<file path="src/rtl/switch_debounce.sv">
// -----------------------------------------------------------------------------
// switch_debounce
//
// Conditions up to WIDTH asynchronous DIP-switch / push-button inputs for use
// by synchronous control logic. Each bit goes through a two-flop synchronizer.
// The bit is then sampled once per prescaler tick. A new level is accepted
// only after STABLE_CNT consecutive tick samples differ from the current
// level. Accepted changes show up as clean levels, one-cycle rise/fall pulses,
// and a change event that is held until the consumer acknowledges it.
//
// Parameters
//   WIDTH       number of switch inputs
//   TICK_DIV    clocks per sample tick (>= 2)
//   STABLE_CNT  consecutive differing samples needed to accept a level (>= 1)
//
// Ports
//   clk        in   1      system clock
//   rst        in   1      synchronous active-high reset
//   sw_in      in   WIDTH  raw asynchronous switch inputs
//   sw_out     out  WIDTH  debounced levels
//   rise       out  WIDTH  one-cycle pulse per bit on an accepted 0->1
//   fall       out  WIDTH  one-cycle pulse per bit on an accepted 1->0
//   evt_valid  out  1      change event pending
//   evt_data   out  WIDTH  sw_out value captured at the latest change
//   evt_ovf    out  1      a change arrived while an event was still pending
//   evt_ack    in   1      consumer acknowledges the pending event
// -----------------------------------------------------------------------------
module switch_debounce #(
   parameter int WIDTH      = 8,
   parameter int TICK_DIV   = 50000,
   parameter int STABLE_CNT = 4
) (
   input  logic             clk,
   input  logic             rst,
   input  logic [WIDTH-1:0] sw_in,
   output logic [WIDTH-1:0] sw_out,
   output logic [WIDTH-1:0] rise,
   output logic [WIDTH-1:0] fall,
   output logic             evt_valid,
   output logic [WIDTH-1:0] evt_data,
   output logic             evt_ovf,
   input  logic             evt_ack
);

   localparam int PW = (TICK_DIV > 1) ? $clog2(TICK_DIV) : 1;
   localparam int CW = (STABLE_CNT > 0) ? $clog2(STABLE_CNT + 1) : 1;
   localparam logic [PW-1:0] DIV_LAST = PW'(TICK_DIV - 1);
   localparam logic [CW-1:0] CNT_LAST = CW'(STABLE_CNT - 1);

   typedef enum logic {
      EVT_IDLE = 1'b0,
      EVT_PEND = 1'b1
   } evt_state_t;

   logic [WIDTH-1:0]         s1;
   logic [WIDTH-1:0]         s2;
   logic [PW-1:0]            pre_cnt;
   logic                     tick;
   logic [WIDTH-1:0][CW-1:0] db_cnt;
   logic [WIDTH-1:0][CW-1:0] db_cnt_nxt;
   logic [WIDTH-1:0]         accept;
   logic                     chg;
   logic [WIDTH-1:0]         sw_nxt;
   evt_state_t               evt_state;
   evt_state_t               evt_state_nxt;
   logic [WIDTH-1:0]         evt_data_nxt;
   logic                     evt_ovf_nxt;

   // Two-flop synchronizer. Nothing downstream looks at s1.
   // NOTE: sequential state uses non-blocking (<=) so every flop samples
   // pre-edge values; blocking here would collapse s1/s2 into one stage.
   always_ff @(posedge clk) begin
      if (rst) begin
         s1 <= '0;
         s2 <= '0;
      end else begin
         s1 <= sw_in;
         s2 <= s1;
      end
   end

   // Sample-tick prescaler. The tick is high during the last count of each period.
   assign tick = (pre_cnt == DIV_LAST);

   always_ff @(posedge clk) begin
      if (rst) begin
         pre_cnt <= '0;
      end else if (tick) begin
         pre_cnt <= '0;
      end else begin
         pre_cnt <= pre_cnt + PW'(1);
      end
   end

   // Per-bit debounce. A sample that matches the current level restarts
   // the run. The STABLE_CNT-th differing sample flips the level.
   // NOTE: every always_comb output gets a default before any branch;
   // a path that leaves one unassigned would infer a latch.
   always_comb begin
      db_cnt_nxt = db_cnt;
      accept     = '0;
      if (tick) begin
         for (int i = 0; i < WIDTH; i++) begin
            if (s2[i] == sw_out[i]) begin
               db_cnt_nxt[i] = '0;
            end else if (db_cnt[i] == CNT_LAST) begin
               db_cnt_nxt[i] = '0;
               accept[i]     = 1'b1;
            end else begin
               db_cnt_nxt[i] = db_cnt[i] + CW'(1);
            end
         end
      end
   end

   assign chg    = |accept;
   assign sw_nxt = sw_out ^ accept;

   // Levels and edge pulses update on the same edge. The pulse polarity
   // comes from the level the bit is leaving.
   // NOTE: the debounce counter array is a set of discrete flops, not RAM.
   // It is reset so that a reset mid-count discards any partial run.
   always_ff @(posedge clk) begin
      if (rst) begin
         db_cnt <= '0;
         sw_out <= '0;
         rise   <= '0;
         fall   <= '0;
      end else begin
         db_cnt <= db_cnt_nxt;
         sw_out <= sw_nxt;
         rise   <= accept & ~sw_out;
         fall   <= accept & sw_out;
      end
   end

   // Change-event handshake: state register.
   always_ff @(posedge clk) begin
      if (rst) begin
         evt_state <= EVT_IDLE;
         evt_data  <= '0;
         evt_ovf   <= 1'b0;
      end else begin
         evt_state <= evt_state_nxt;
         evt_data  <= evt_data_nxt;
         evt_ovf   <= evt_ovf_nxt;
      end
   end

   // Change-event handshake: next state. When a change arrives in the same
   // cycle as an ack, the old event is consumed and the new one stays
   // pending, so this does not count as an overflow.
   always_comb begin
      evt_state_nxt = evt_state;
      evt_data_nxt  = evt_data;
      evt_ovf_nxt   = evt_ovf;
      case (evt_state)
         EVT_IDLE: begin
            if (chg) begin
               evt_state_nxt = EVT_PEND;
               evt_data_nxt  = sw_nxt;
               evt_ovf_nxt   = 1'b0;
            end
         end
         EVT_PEND: begin
            if (chg) begin
               evt_data_nxt = sw_nxt;
               evt_ovf_nxt  = ~evt_ack;
            end else if (evt_ack) begin
               evt_state_nxt = EVT_IDLE;
               evt_ovf_nxt   = 1'b0;
            end
         end
         default: begin
            evt_state_nxt = EVT_IDLE;
         end
      endcase
   end

   assign evt_valid = (evt_state == EVT_PEND);

endmodule

</file>
<file path="config.mk">
export PLATFORM = sky130hd
export DESIGN_NAME = switch_debounce
export DESIGN_NICKNAME = d
export VERILOG_FILES = /design/src/rtl/switch_debounce.sv
export SDC_FILE = /design/constraint.sdc
export NUM_CORES = 1
export LEC_CHECK = 0
export ABC_AREA = 1
export CORE_UTILIZATION = 56
export CTS_BUF_LIST = sky130_fd_sc_hd__clkbuf_16
export CTS_CLUSTER_SIZE = 8
export DETAILED_ROUTE_END_ITERATION = 8
export PLACE_DENSITY_LB_ADDON = 0.15
export SLEW_MARGIN = 20
export SYNTH_ARGS = -nofsm -noshare
export SYNTH_HDL_FRONTEND = slang
export SYNTH_SLANG_ARGS = --single-unit
</file>
<file path="constraint.sdc">
create_clock -name clk -period 2.35 [get_ports clk]
set_clock_uncertainty 0.1 [all_clocks]
set_input_delay 0.47 -clock clk [delete_from_list [all_inputs] [get_ports clk]]
set_output_delay 0.47 -clock clk [all_outputs]
set_load 0.02 [all_outputs]
</file>
# Yosys cells after proc, flatten, opt, wreduce, memory -nomap -nowiden

Cells that the tools add are included.

Equal/unequal tests: 19
$add $sub $neg: 9
Reduce and logical (&&, ||, !) cells: 3
Bitwise operators: 6
Mux-type cells: 42

Operator list:

| kind                  | number |
|---|---|
| $mux 3                | 16 |
| $add 3x1->3 const B   | 8 |
| $eq 3x2->1 const B    | 8 |
| $mux 1                | 22 |
| $add 16x1->16 const B | 1 |
| $and 8x8->8           | 2 |
| $eq 16x16->1 const B  | 1 |
| $mux 8                | 2 |
| $eq 1x1->1            | 8 |
| $not 8->8             | 1 |
| $reduce_or 8->1       | 1 |
| $xor 8x8->8           | 1 |
| $pmux 1 s2            | 2 |
| $ne 3x3->1 const B    | 1 |
| $ne 2x2->1 const B    | 1 |
| $not 1->1             | 2 |
| $reduce_and 2->1      | 1 |
| $reduce_or 2->1       | 1 |

Logic and storage cells: 96
Register bits after elaboration: 90

# Depth between registers and ports, before layout

Gate-level depths: netlist (run 1).

Word-level depth: 7
Mapped depth: 12
Gate-level depth less buffers: 12

# Worst setup path after synthesis (run 1)

Ideal clock, no wire load.

Path kind: register to register
Start point: register pre_cnt[0]
End point: register evt_data[0]
Arrival: 1,693 ps
Clock period less this slack: 1,856 ps
Cell stages (with the launch flop): 11
Setup slack: 494 ps
Path buffers: 1
Library setup time: 64 ps
Cells stage by stage: dfxtp_1 -> ha_1 -> nand3_2 -> nor2_2 -> nand2_4 -> clkbuf_1 -> nor2_1 -> ha_1 -> inv_1 -> nor2_1 -> nor2_1

Cells in the longest elaborated chain, start to end: 4
Elaborated cells between the ends (all ways): 5
Classes of those cells: eq/ne: 1; mux: 2; bitwise: 1; reduce/logical: 1

Ends and longest elaborated chain:

| item                   | RTL line | source |
|---|---|---|
| from (decl)            | 57       | `logic [PW-1:0] pre_cnt;` |
| from (signal assigned) | 91       | `pre_cnt <= pre_cnt + PW'(1);` |
| $eq 16x16->1 *         | 83       | `assign tick = (pre_cnt == DIV_LAST);` |
| $mux 8 *               | 102      | `if (tick) begin` |
| $xor 8x8->8            | 117      | `assign sw_nxt = sw_out ^ accept;` |
| $mux 8                 | 159, 166 |  |
| to (signal assigned)   | 145      | `evt_data <= evt_data_nxt;` |
| to (decl)              | 40       | `output logic [WIDTH-1:0] evt_data,` |

Mark *: on every way between the ends. The rest lies on a longest branch, timed or not. The select of a mux whose other input is x is not followed.
A chain may end at the register's enable or synchronous reset.

# Worst setup path after layout (run 1)

Start point: register pre_cnt[0]
End point: register evt_data[5]

The elaborated chain is that of the path after synthesis.

==> results of run 1 <==
cells in the final DEF (no fill, tap or decap), types with 2 or more instances in the layout:
cell type	instances
nand2_1	62
nor2_1	97
nand4_1	2
xnor2_1	5
inv_6	4
o211a_1	4
o21ai_0	21
o31ai_1	4
a21oi_2	3
clkinv_1	2
dfxtp_1	90
nand3_1	30
xor2_1	7
inv_2	5
clkdlybuf4s50_1	44
ha_1	25
nor2_4	5
o21ai_1	5
clkbuf_16	9
nand3_2	2
inv_1	99
buf_4	5
a21oi_1	18
nor3_1	4
nand3b_1	3
nor2_2	5
per-layer routing:
layer	up-vias	track usage
met5	-	0
met1	1435	0.285
li1	1682	-
met2	53	0.380
met3	15	0.0395
met4	0	0.0970
kinds of logic after synthesis:
group,Yosys count,share of synthesized area
AOI/OAI and AO/OA,56,0.0830
xor gates and xnor gates,12,0.0265
adders and majority gates,25,0.0789
buffers and inverters,119,0.115
DFF,90,0.455
and+or+nand+nor,216,0.242
final cells by class:
cell class	count	area share
Clock buffer	9	0.0471
Sequential cell	90	0.376
Timing Repair Buffer	49	0.0999
Multi-Input combinational cell	309	0.356
Inverter	106	0.0831
Clock inverter	7	0.0123
Tap cell	96	0.0251
worst reg2reg max path: cells and delay by family (launching register included):
| family | cells | cell delay [ns] |
|---|---|---|
| buffers and inverters | 1 | 0.06 |
| flip-flops | 1 | 0.36 |
| adder cells (fa/ha/maj) | 2 | 0.50 |
| AND/OR/NAND/NOR | 6 | 0.96 |
flip-flops by register name, indices dropped and copies added (netlist names):
signal and count:
fall 8, evt_data 8, db_cnt 24, s2 8, evt_valid 1, rise 8, s1 8, pre_cnt 16
sw_out 8, evt_ovf 1
through the flow:
stage	utilization	area (sq um)	setup slack, ns	hold slack (ns)
final	0.701	4790	0.314	0.308
after global placement	0.659	4500	0.434	0.290
after floorplan	-	3960	0.494	0.288
after global routing	0.701	4790	0.120	0.329
after CTS	0.701	4790	0.281	0.310
after detailed placement	0.659	4500	0.359	0.299
how the worst max path moves through the flow:
stage / start / end / slack (ns)
after floorplan: pre_cnt[0]$_SDFF_PP0_ / evt_data[0]$_SDFFE_PP0P_ / 0.49
after global placement: pre_cnt[0]$_SDFF_PP0_ / pre_cnt[14]$_SDFF_PP0_ / 0.43
after detailed placement: pre_cnt[0]$_SDFF_PP0_ / evt_data[0]$_SDFFE_PP0P_ / 0.36
after CTS: pre_cnt[0]$_SDFF_PP0_ / evt_data[5]$_SDFFE_PP0P_ / 0.28
after global routing: pre_cnt[0]$_SDFF_PP0_ / evt_data[0]$_SDFFE_PP0P_ / 0.12
final: pre_cnt[0]$_SDFF_PP0_ / evt_data[5]$_SDFFE_PP0P_ / 0.31
power by group:
part           switching (mW)  internal (mW)
registers             0.00799           1.54
clock network           0.625          0.737
logic                  0.0476         0.0333
synth_stat cells:
cell type   n  area, sq um
a211oi_2    1         12.5
a21oi_1    18         90.1
a21oi_2     3         26.3
buf_1       2         7.51
buf_2       5         25.0
buf_4       1         7.51
clkbuf_1    5         18.8
clkinv_1    2         7.51
dfxtp_1    90         1800
ha_1       25          313
inv_1      99          372
inv_2       5         18.8
nand2_1    62          233
nand2_2     1         6.26
nand2_4     1         11.3
nand3_1    30          150
nand3_2     2         20.0
nand3b_1    3         22.5
nand4_1     2         12.5
nor2_1     97          364
nor2_2      5         31.3
nor2_4      5         56.3
nor3_1      4         20.0
nor3_2      1         10.0
nor3b_1     1         7.51
o211a_1     4         40.0
o21ai_0    21          105
o21ai_1     5         25.0
o31ai_1     4         30.0
or2_0       1         6.26
or2_2       1         6.26
xnor2_1     5         43.8
xor2_1      7         61.3
==> results.cfg, run 1 <==
[run_status]
outcome = completed

[timing]
setup_viol = 0
relSlewSlack = 0.642
setup_tns_ns = 0
slew_violations = 0
hold_viol = 0
fmax_ghz = 0.491
grt_setup_unrepaired = false
tightest_slew_ns = 0.535
period_share = 0.866
finalCriticalPeriod_ns = 2.04

[clock_network]
clk_latency_ns = 0.34
cts_max_level = 3
cts-root-buf = clkbuf_16
cts_setup_buffers = 0
cts_buffers = 9
clockBufferDepth = 2
cts_resized = 0
cts_sinks = 90
cts_tree = built
clk_pin_slew_ns = 0.07
cts_hold_buf = 0

[floorplanning]
start_util = 0.580
core.rowCount = 30
die_w_um = 86.1
ioPinCount = 45
core_region_area_sq_um = 6830
die-area_sq_um = 7420
fp.dieH_um = 86.1

[placement]
globalplace.congestion = 0.799
place_hpwl_um = 5420
dpl.cell_count = 650
portBuffers = 44

[critical_path]
r2r_setup_slack_ns = 0.31
crit_fanout = 27
path_delay_family = simple AND/OR/NAND/NOR gates
reg2reg_from = pre_cnt[0]$_SDFF_PP0_
crit_path_start_kind = register
cp.required_ns = 2.52
crit_slowest_cell = dfxtp_1
max_stage_delay_ns = 0.36
worst_setup_path_end_kind = register
cp.depth = 9
worstPathArrival_ns = 2.21
r2r_cells = 9
cpMostUsedCell = nor2_1
worstPathCellList = ha_1 -> nand3_2 -> nor2_2 -> nand2_4 -> nor2_1 -> ha_1 -> inv_1 -> nor2_1 -> nor2_1
cp_num_buf_inv = 1
worst-setup-path-type = register to register
r2r-end = evt_data[5]$_SDFFE_PP0P_

[layout]
nets = 601
antenna_cells = 0
layout.cells.non_filler = 666
n_fill_cell = 561
multi_input_area_sq_um = 1700
regArea_sq_um = 1800
drive_above_1_share = 0.0807
area_growth_pct = 20.8

[grt]
grt_max_degree = 28
antenna_found_initial = 0
grt_pass1_wl_um = 13200
track_usage = 0.226
grt_pass1_vias = 3012
grt-ovfl-total = 0

[synth]
mappedNetlistArea_sq_um = 3960
syn_avg_cell_area_sq_um = 7.65
yosysUniqueCellTypes = 33
ys_ff_latch = 90
synth_seq_area_share = 0.455
yosys_warnings = 0
synth_cells = 518
syn_nets = 554

[run]
max_cap_viol_count = 0

[drt]
post-route-drc-count = 0
viasPerCell = 4.78
wl_met2_um = 3600
totalWireLength_um = 7720
drt_iter0_drc = 178
wl_met1_um = 3710
highest_layer = met4
wire_per_inst_um = 11.6
wl_met3_um = 255
dr.pass1.iters = 4
final_antenna_net_count = 0
num_vias = 3185

[power_and_ir_drop]
power_density_nw_per_um2 = 625
power_mw = 2.99
ir_drop_mv = 0.323
leakage_nw = 2.24

[hold_path]
min_to = s2[3]$_SDFF_PP0_
hold_class = register to register
whs_path_depth = 2
holdCritStartpoint = s1[3]$_SDFF_PP0_
Note: power is estimated with default switching activity, not from simulation.
==> run 2: changes to the inputs <==
Settings changed: SLEW_MARGIN 20 to default.
==> results of run 2 <==
The final DEF is identical to that of run 1; final timing and power are the same.
==> run 3: changes to the inputs <==
--- a/config.mk
+++ b/config.mk
@@ -8,2 +8,3 @@
 export ABC_AREA = 1
+export CORE_MARGIN = 2
 export CORE_UTILIZATION = 56
==> constraint.sdc (replaced) <==
create_clock -name clk -period 2.35 [get_ports clk]
set_clock_uncertainty 0.1 [all_clocks]
set_input_delay 0.705 -clock clk [delete_from_list [all_inputs] [get_ports clk]]
set_output_delay 0.705 -clock clk [all_outputs]
set_load 0.02 [all_outputs]
==> run 3 against run 2 <==
Cell count decreased by 0.30%. Clock-buffer cell count unchanged. Wire length down 2.0%. Highest routed layer unchanged. Global-route usage fell by 0.97 points. Combinational power decreased by 0.5%. Sequential power hardly changed. Critical path type is now register to output pin. Sequential share of layout area about the same. Total power fell by 1.0%. Critical endpoint is now sw_out[5]. Maximum frequency fell by 9.0%.
==> results.cfg, run 3 (synthesis gave the netlist of run 1 again) <==
[power_and_ir_drop]
power_mw = 2.96
power_density_nw_per_um2 = 619
leakage_nw = 2.23
ir_drop_mv = 0.546

[clock_network]
cts_hold_buf = 0
clk_latency_ns = 0.33
cts_sinks = 90
cts_setup_buffers = 0
cts_tree = built
cts_max_level = 3
cts_resized = 0
cts-root-buf = clkbuf_16
clk_pin_slew_ns = 0.07
cts_buffers = 9
clockBufferDepth = 2

[drt]
wl_met1_um = 3620
wire_per_inst_um = 11.4
dr.pass1.iters = 4
highest_layer = met4
post-route-drc-count = 0
wl_met2_um = 3550
drt_iter0_drc = 105
viasPerCell = 4.72
num_vias = 3136
final_antenna_net_count = 0
totalWireLength_um = 7570
wl_met3_um = 300

[grt]
grt_pass1_wl_um = 13200
track_usage = 0.216
grt-ovfl-total = 0
antenna_found_initial = 0
grt_max_degree = 45
grt_pass1_vias = 3031

[timing]
fmax_ghz = 0.447
relSlewSlack = 0.710
slew_violations = 0
fin_ws_ns = 0.112
setup_viol = 0
grt_setup_unrepaired = false
tightest_slew_ns = 0.435
setup_tns_ns = 0
finalCriticalPeriod_ns = 2.24
period_share = 0.952
hold_viol = 0

[layout]
layout_common_cells = inv_1, nor2_1, dfxtp_1, nand2_1, clkdlybuf4s50_1
top_register = db_cnt
n_fill_cell = 564
drive_above_1_share = 0.0775
final_common_cell = inv_1
antenna_cells = 0
multi_input_area_sq_um = 1700
regArea_sq_um = 1800
area_growth_pct = 20.7
largest_reg_flops = 24
reg_top3 = db_cnt (24), pre_cnt (16)
final_area_sq_um = 4780
nets = 600

[critical_path]
max_stage_delay_ns = 0.66
path_delay_family = buffers and inverters
reg2reg_from = pre_cnt[0]$_SDFF_PP0_
worst_setup_path_end_kind = output pin
worstPathCellList = clkdlybuf4s50_1
crit_path_start_kind = register
cp.required_ns = 1.54
crit_start = sw_out[5]$_SDFF_PP0_
worst-setup-path-type = register to output pin
worstPathArrival_ns = 1.43
crit_fanout = 5
crit_slowest_cell = clkdlybuf4s50_1
cp_num_buf_inv = 1

[floorplanning]
die_w_um = 88.1
ioPinCount = 45
core.rowCount = 30
core_region_area_sq_um = 6830
die-area_sq_um = 7770
start_util = 0.580
fp.dieH_um = 88.1

[hold_path]
holdCritStartpoint = s1[0]$_SDFF_PP0_
hold_class = register to register

[placement]
dpl_cell_area_sq_um = 4510
post-place-ws_ns = 0.247
place_hpwl_um = 5360
globalplace.congestion = 0.783
portBuffers = 44

[run_status]
outcome = completed

[run]
max_cap_viol_count = 0
-- run 3: metal layers --
metal,vias up,track usage
met3,7,0.0518
met1,1401,0.268
met5,-,0
met4,0,0.0868
met2,50,0.363
li1,1678,-
-- run 3: worst paths after layout --
| path | to | slack, ns | cells past startpoint |
|---|---|---|---|
| max reg2reg | evt_data[2]$_SDFFE_PP0P_ | 0.34 | 9 |
| max | sw_out[5] | 0.11 | 1 |
| min | s2[0]$_SDFF_PP0_ | 0.31 | 2 |
| min reg2reg | s2[0]$_SDFF_PP0_ | 0.31 | 2 |
-- run 3: cell type report --
type / count / area share
multi-input combinational: 309 / 0.356
inverter: 106 / 0.0832
clock buffer: 9 / 0.0471
clock inverter: 6 / 0.0105
timing repair buffer: 48 / 0.101
sequential: 90 / 0.377
tap: 96 / 0.0251
-- run 3: metrics by stage --
step                std cells  hold slack, ns  utilization
global route              664           0.328        0.700
finish                    664           0.306        0.700
floorplan                 518           0.288            -
CTS                       664           0.309        0.700
detailed placement        649           0.295        0.660
global placement          649           0.292        0.660
-- run 3: power by group --
part / leakage (nW) / switching, mW / internal (mW)
Sequential: 0.729 / 0.00834 / 1.54
Clock: 0.129 / 0.608 / 0.724
Combinational: 1.37 / 0.0462 / 0.0342
